### src/rtl/apb3_uart_arbiter.sv
// Round-robin arbiter that shares one APB3 UART completer between two APB3 requesters.
// Optional ACCESS-phase abort after TimeoutCycles wait cycles when ARB_TIMEOUT_EN is defined.
//
// state  | meaning
// IDLE   | no transfer owned; arbitrate among requesters with PSEL=1
// SETUP  | downstream SETUP phase from latched request
// ACCESS | downstream ACCESS phase, waiting for S_PREADY
// RESP   | one-cycle PREADY to the owner, then pointer flips
module apb3_uart_arbiter #(
  parameter int ApbAddrWidth  = 32,
  parameter int ApbDataWidth  = 32,
  parameter int TimeoutCycles = 255
) (
  input  logic                    CLK,
  input  logic                    RST,
  input  logic                    M0_PSEL,
  input  logic                    M0_PENABLE,
  input  logic                    M0_PWRITE,
  input  logic [ApbAddrWidth-1:0] M0_PADDR,
  input  logic [ApbDataWidth-1:0] M0_PWDATA,
  output logic [ApbDataWidth-1:0] M0_PRDATA,
  output logic                    M0_PREADY,
  output logic                    M0_PSLVERR,
  input  logic                    M1_PSEL,
  input  logic                    M1_PENABLE,
  input  logic                    M1_PWRITE,
  input  logic [ApbAddrWidth-1:0] M1_PADDR,
  input  logic [ApbDataWidth-1:0] M1_PWDATA,
  output logic [ApbDataWidth-1:0] M1_PRDATA,
  output logic                    M1_PREADY,
  output logic                    M1_PSLVERR,
  output logic                    S_PSEL,
  output logic                    S_PENABLE,
  output logic                    S_PWRITE,
  output logic [ApbAddrWidth-1:0] S_PADDR,
  output logic [ApbDataWidth-1:0] S_PWDATA,
  input  logic [ApbDataWidth-1:0] S_PRDATA,
  input  logic                    S_PREADY,
  input  logic                    S_PSLVERR,
  output logic [1:0]              GNT
);

  typedef enum logic [1:0] {IDLE, SETUP, ACCESS, RESP} state_t;

  state_t                  state_q, state_d;
  logic                    ptr_q;
  logic                    owner_q;
  logic                    drop_q;
  logic [1:0]              gnt_q;
  logic                    pwrite_q;
  logic [ApbAddrWidth-1:0] addr_q;
  logic [ApbDataWidth-1:0] wdata_q;
  logic [ApbDataWidth-1:0] rdata_q;
  logic                    slverr_q;
  logic                    req_any;
  logic                    pick1;
  logic                    owner_psel;
  logic                    timeout_hit;
  logic                    resp_ok;
  logic                    unused_pen;

  assign unused_pen = M0_PENABLE ^ M1_PENABLE;
  assign req_any    = M0_PSEL | M1_PSEL;
  // ptr_q=1 favours M1 when both request
  assign pick1      = M1_PSEL & (~M0_PSEL | ptr_q);
  assign owner_psel = owner_q ? M1_PSEL : M0_PSEL;

`ifdef ARB_TIMEOUT_EN
  localparam logic [15:0] TmoLast = 16'(TimeoutCycles - 1);
  logic [15:0] tmo_cnt_q;

  always_ff @(posedge CLK) begin
    if (RST)                               tmo_cnt_q <= '0;
    else if (state_q == SETUP)             tmo_cnt_q <= '0;
    else if (state_q == ACCESS && !S_PREADY) tmo_cnt_q <= tmo_cnt_q + 16'd1;
  end

  assign timeout_hit = (state_q == ACCESS) && !S_PREADY && (tmo_cnt_q == TmoLast);
`else
  logic [15:0] unused_tmo;
  assign unused_tmo  = 16'(TimeoutCycles);
  assign timeout_hit = 1'b0;
`endif

  always_ff @(posedge CLK) begin
    if (RST) state_q <= IDLE;
    else     state_q <= state_d;
  end

  always_comb begin
    state_d = state_q;
    case (state_q)
      IDLE:    if (req_any) state_d = SETUP;
      SETUP:   state_d = ACCESS;
      ACCESS:  if (S_PREADY || timeout_hit) state_d = RESP;
      RESP:    state_d = IDLE;
      default: state_d = IDLE;
    endcase
  end

  always_ff @(posedge CLK) begin
    if (RST) begin
      ptr_q    <= 1'b0;
      owner_q  <= 1'b0;
      drop_q   <= 1'b0;
      gnt_q    <= 2'b00;
      pwrite_q <= 1'b0;
      addr_q   <= '0;
      wdata_q  <= '0;
      rdata_q  <= '0;
      slverr_q <= 1'b0;
    end else begin
      case (state_q)
        IDLE: if (req_any) begin
          owner_q  <= pick1;
          gnt_q    <= pick1 ? 2'b10 : 2'b01;
          drop_q   <= 1'b0;
          pwrite_q <= pick1 ? M1_PWRITE : M0_PWRITE;
          addr_q   <= pick1 ? M1_PADDR  : M0_PADDR;
          wdata_q  <= pick1 ? M1_PWDATA : M0_PWDATA;
        end
        SETUP: if (!owner_psel) drop_q <= 1'b1;
        ACCESS: begin
          if (!owner_psel) drop_q <= 1'b1;
          if (S_PREADY) begin
            rdata_q  <= pwrite_q ? '0 : S_PRDATA;
            slverr_q <= S_PSLVERR;
          end else if (timeout_hit) begin
            rdata_q  <= '0;
            slverr_q <= 1'b1;
          end
        end
        RESP: begin
          ptr_q <= ~owner_q;
          gnt_q <= 2'b00;
        end
        default: ;
      endcase
    end
  end

  // Everything below decodes flops only; an abandoned transfer suppresses PREADY
  always_comb begin
    resp_ok    = (state_q == RESP) && !drop_q;
    S_PSEL     = (state_q == SETUP) || (state_q == ACCESS);
    S_PENABLE  = (state_q == ACCESS);
    S_PWRITE   = pwrite_q;
    S_PADDR    = addr_q;
    S_PWDATA   = wdata_q;
    GNT        = gnt_q;
    M0_PREADY  = resp_ok && !owner_q;
    M1_PREADY  = resp_ok && owner_q;
    M0_PRDATA  = M0_PREADY ? rdata_q : '0;
    M1_PRDATA  = M1_PREADY ? rdata_q : '0;
    M0_PSLVERR = M0_PREADY && slverr_q;
    M1_PSLVERR = M1_PREADY && slverr_q;
  end

endmodule

### config.mk
export PLATFORM = sky130hd
export DESIGN_NAME = apb3_uart_arbiter
export DESIGN_NICKNAME = d
export VERILOG_FILES = /design/src/rtl/apb3_uart_arbiter.sv
export SDC_FILE = /design/constraint.sdc
export NUM_CORES = 1
export LEC_CHECK = 0
export BUFFER_PORTS_ARGS = -buffer_cell sky130_fd_sc_hd__buf_2
export CORE_AREA = 2 2 118 120
export CTS_CLUSTER_DIAMETER = 30
export DETAILED_ROUTE_END_ITERATION = 7
export DIE_AREA = 0 0 120 122
export PLACE_DENSITY_LB_ADDON = 0.3
export SLEW_MARGIN = 20
export SYNTH_ARGS = -nofsm -noshare
export SYNTH_HDL_FRONTEND = slang
export SYNTH_SLANG_ARGS = --single-unit
### constraint.sdc
create_clock -name CLK -period 2.42 [get_ports CLK]
set_input_delay 0 -clock CLK [delete_from_list [all_inputs] [get_ports CLK]]
set_output_delay 0 -clock CLK [all_outputs]
set_load 0.03 [all_outputs]
==> impl_metrics.toml <==
[status]
status = "finished, final reports clean"

[pwr]
power.leakage_nw = 4.05
power.density_cell_area_nw_per_um2 = 927
max-vdd-ir-drop_uv = 610
power.total_mw = 8.02

[worst_setup_path]
crit_path_cell_trace = "inv_1 -> ha_1 -> o21a_2 -> buf_12 -> o21ai_0 -> a21oi_1 -> dlygate4sd3_1"
critical-path-top-delay-family = "buffers and inverters"
slowest_stage = "sky130_fd_sc_hd__dlygate4sd3_1"
crit_arrival_ns = 2.57
endpoint_kind = "register"
worst_setup_path_start_kind = "register"
worst_path_largest_cell_delay_ns = 0.57
cp_num_buf_inv = 3
setup.worst_path.class = "register to register"
critical_path_required_ns = 2.71
regToRegSetupSlack_ns = 0.14
critical_path_peak_fanout = 45

[placement]
worst_slack_after_detailed_placement_ns = 0.756
dp_cells = 1079
placed_cell_area_um2 = 6720
place.detailed.hpwl_um = 11700
gp_routability_congestion = 0.826
place.port_buffers = 304

[synth]
ys_seq_area_share_pct = 40.6
syn-mean-instance-area_um2 = 7.94
post-synth-top-area-cell = "sky130_fd_sc_hd__dfxtp_1"
post_synth_inst_count = 652
post_synth_num_cell_types = 33
synth_top_area_share_pct = 40.6
synthFlopType = "sky130_fd_sc_hd__dfxtp_1"
ys_warn_count = 0
postSynthRegisterBits = 105
netlist_area_um2 = 5180
largest_cells_by_area_after_synthesis = "sky130_fd_sc_hd__dfxtp_1 41%, sky130_fd_sc_hd__a21oi_1 9.7%, sky130_fd_sc_hd__and2_1 8.0%"
synth_edf_count = 0
ys_async_sr_fraction_pct = 0
syn_nets = 826

[grt]
globalRouteOverflowTotal = 0
grt_pass1_vias = 6279
grt_most_used_layer = "met2"
globalRouteMet3Util_pct = 5.76
gr-usage-met2_pct = 46.7
grt_pass1_wl_um = 30900
use_met1_pct = 29.7
grt_max_degree = 68
antenna_found_initial = 3
grt_usage_pct = 25.9

[final_layout]
nNetsFinal = 1245
postLayoutCoreUtil_pct = 64.0
footprint_of_the_multi_input_gates_um2 = 2650
layout.cells.non_filler = 1257
sequential_cell_area_um2 = 2100
final_common_cell = "sky130_fd_sc_hd__buf_2"
layout.cells.most_common_list = "304 x sky130_fd_sc_hd__buf_2, 161 x sky130_fd_sc_hd__dlygate4sd3_1, 105 x sky130_fd_sc_hd__dfxtp_1"
area_growth_syn_to_layout_pct = 67.0
final.fill_count = 1105
final_layout_size_suffix_gt1_share_pct = 32.2
finish.instance_area_um2 = 8640

[floorplanning]
row_count = 43
ios = 307
die_width_um = 120
fp.dieArea_um2 = 14600
initial_utilization_pct = 38.3
placeableCoreArea_um2 = 13500
die_height_um = 122

[drt]
first_iter_violations = 420
detail_route.wirelength_um = 20100
avgViaCountPerCell = 5.33
drt_first_pass_iters = 5
postRouteAntennaNets = 0
vias = 6704
drc = 0
routed_wire_length_per_instance_um = 16.0

[timing]
hold_slack_ns = 0.0255
worst_slack_setup_final_ns = 0.144
final.min_clock_period_ns = 2.28
timing.final.max_slew_violations = 0
finClkSkew_ns = 0.00899
worst_slew_margin_rel_pct = 58.9
setup_tns_ns = 0
rsz0062_at_grt = "no"
timing.fmax_mhz = 439
setup_viol = 0
timing.final.crit_share_pct = 94.1
hold_violation_count_in_the_final_report = 0
tightestPinTransition_ns = 0.617

[cts]
cts-root-to-sink-buffers = 2
postCtsSetupRepairBufs = 0
cts-htree-levels = 3
cts_resized = 0
cts_tree = "done"
tritoncts.num_buffers = 9
cts_root_buf = "sky130_fd_sc_hd__clkbuf_16"
hold_buffers = 161
worst_setup_hold_path_clk_slew_ns = 0.07
cts_sinks = 105
clk-insertion-delay-late_ns = 0.35

[hold_path]
hold_path.class = "input pin to register"

[flow_run]
cap_viol_max_count = 0
## routing by layer
layer,vias to the layer above,part of all wire [%]
met2,354,50
met5,-,0.065
met3,44,8.2
li1,3191,-
met4,2,2.5
met1,3113,39
## synth_stat cells (2+ instances only)
library cell and count:
sky130_fd_sc_hd__inv_1 6, sky130_fd_sc_hd__a21oi_1 100, sky130_fd_sc_hd__nor2_1 4, sky130_fd_sc_hd__nand2_1 39, sky130_fd_sc_hd__buf_4 5, sky130_fd_sc_hd__nand4b_1 32
sky130_fd_sc_hd__and3_1 2, sky130_fd_sc_hd__o32ai_1 2, sky130_fd_sc_hd__ha_1 4, sky130_fd_sc_hd__and2_1 66, sky130_fd_sc_hd__dfxtp_1 105, sky130_fd_sc_hd__nand3_1 2
sky130_fd_sc_hd__o21ai_0 66, sky130_fd_sc_hd__inv_2 3, sky130_fd_sc_hd__mux2i_1 2, sky130_fd_sc_hd__buf_6 11, sky130_fd_sc_hd__nand2b_1 2, sky130_fd_sc_hd__buf_2 15
sky130_fd_sc_hd__o21ai_1 65, sky130_fd_sc_hd__buf_1 2, sky130_fd_sc_hd__clkbuf_1 43, sky130_fd_sc_hd__a31oi_1 65
## worst paths after layout
path	from	to	cells past startpoint
min	M1_PADDR[27]	S_PADDR[27]$_SDFFE_PP0P_	3
min reg2reg	rdata_q[1]$_SDFFE_PP0P_	rdata_q[1]$_SDFFE_PP0P_	2
max	state_q[0]$_SDFFE_PP0P_	S_PADDR[9]$_SDFFE_PP0P_	7
max reg2reg	state_q[0]$_SDFFE_PP0P_	S_PADDR[9]$_SDFFE_PP0P_	7
## worst register-to-register path, delay by kind of cell (launching register included)
family          cells  cell delay [ns]
buf+inv             3             0.90
compound gates      3             0.66
fa+ha+maj           1             0.36
flops               1             0.32
## sequential cells by signal (all words and copies together), names as in the netlist, 2 cells and up
name / count
state_q: 2
S_PADDR: 32
S_PWDATA: 32
rdata_q: 32
GNT: 2
## cells by family after synthesis
logic type | Yosys count | synth area share (%)
buffers and inverters | 85 | 8.48
AND/OR/NAND/NOR | 151 | 17.9
adder cells (fa/ha/maj) | 4 | 0.967
flip-flops | 105 | 40.6
AO/OA/AOI/OAI | 305 | 31.7
multiplexers | 2 | 0.387
## area by class of cell
type	instances	area share, %
repair buffers	484	38.5
multi-input cells	462	30.6
flip-flops and latches	105	24.3
clock buffers	9	2.61
well taps	180	2.61
clock inverters	7	0.984
inverters	9	0.391
diodes	1	0.0289
## report_power, final
group | internal, mW | switching [mW] | leakage (nW)
clock | 0.899 | 0.657 | 0.159
sequential | 2.19 | 0.234 | 0.864
combinational | 1.62 | 2.42 | 3.03
total | 4.70 | 3.31 | 4.05
No activity file was read; power rests on OpenSTA's default activity.
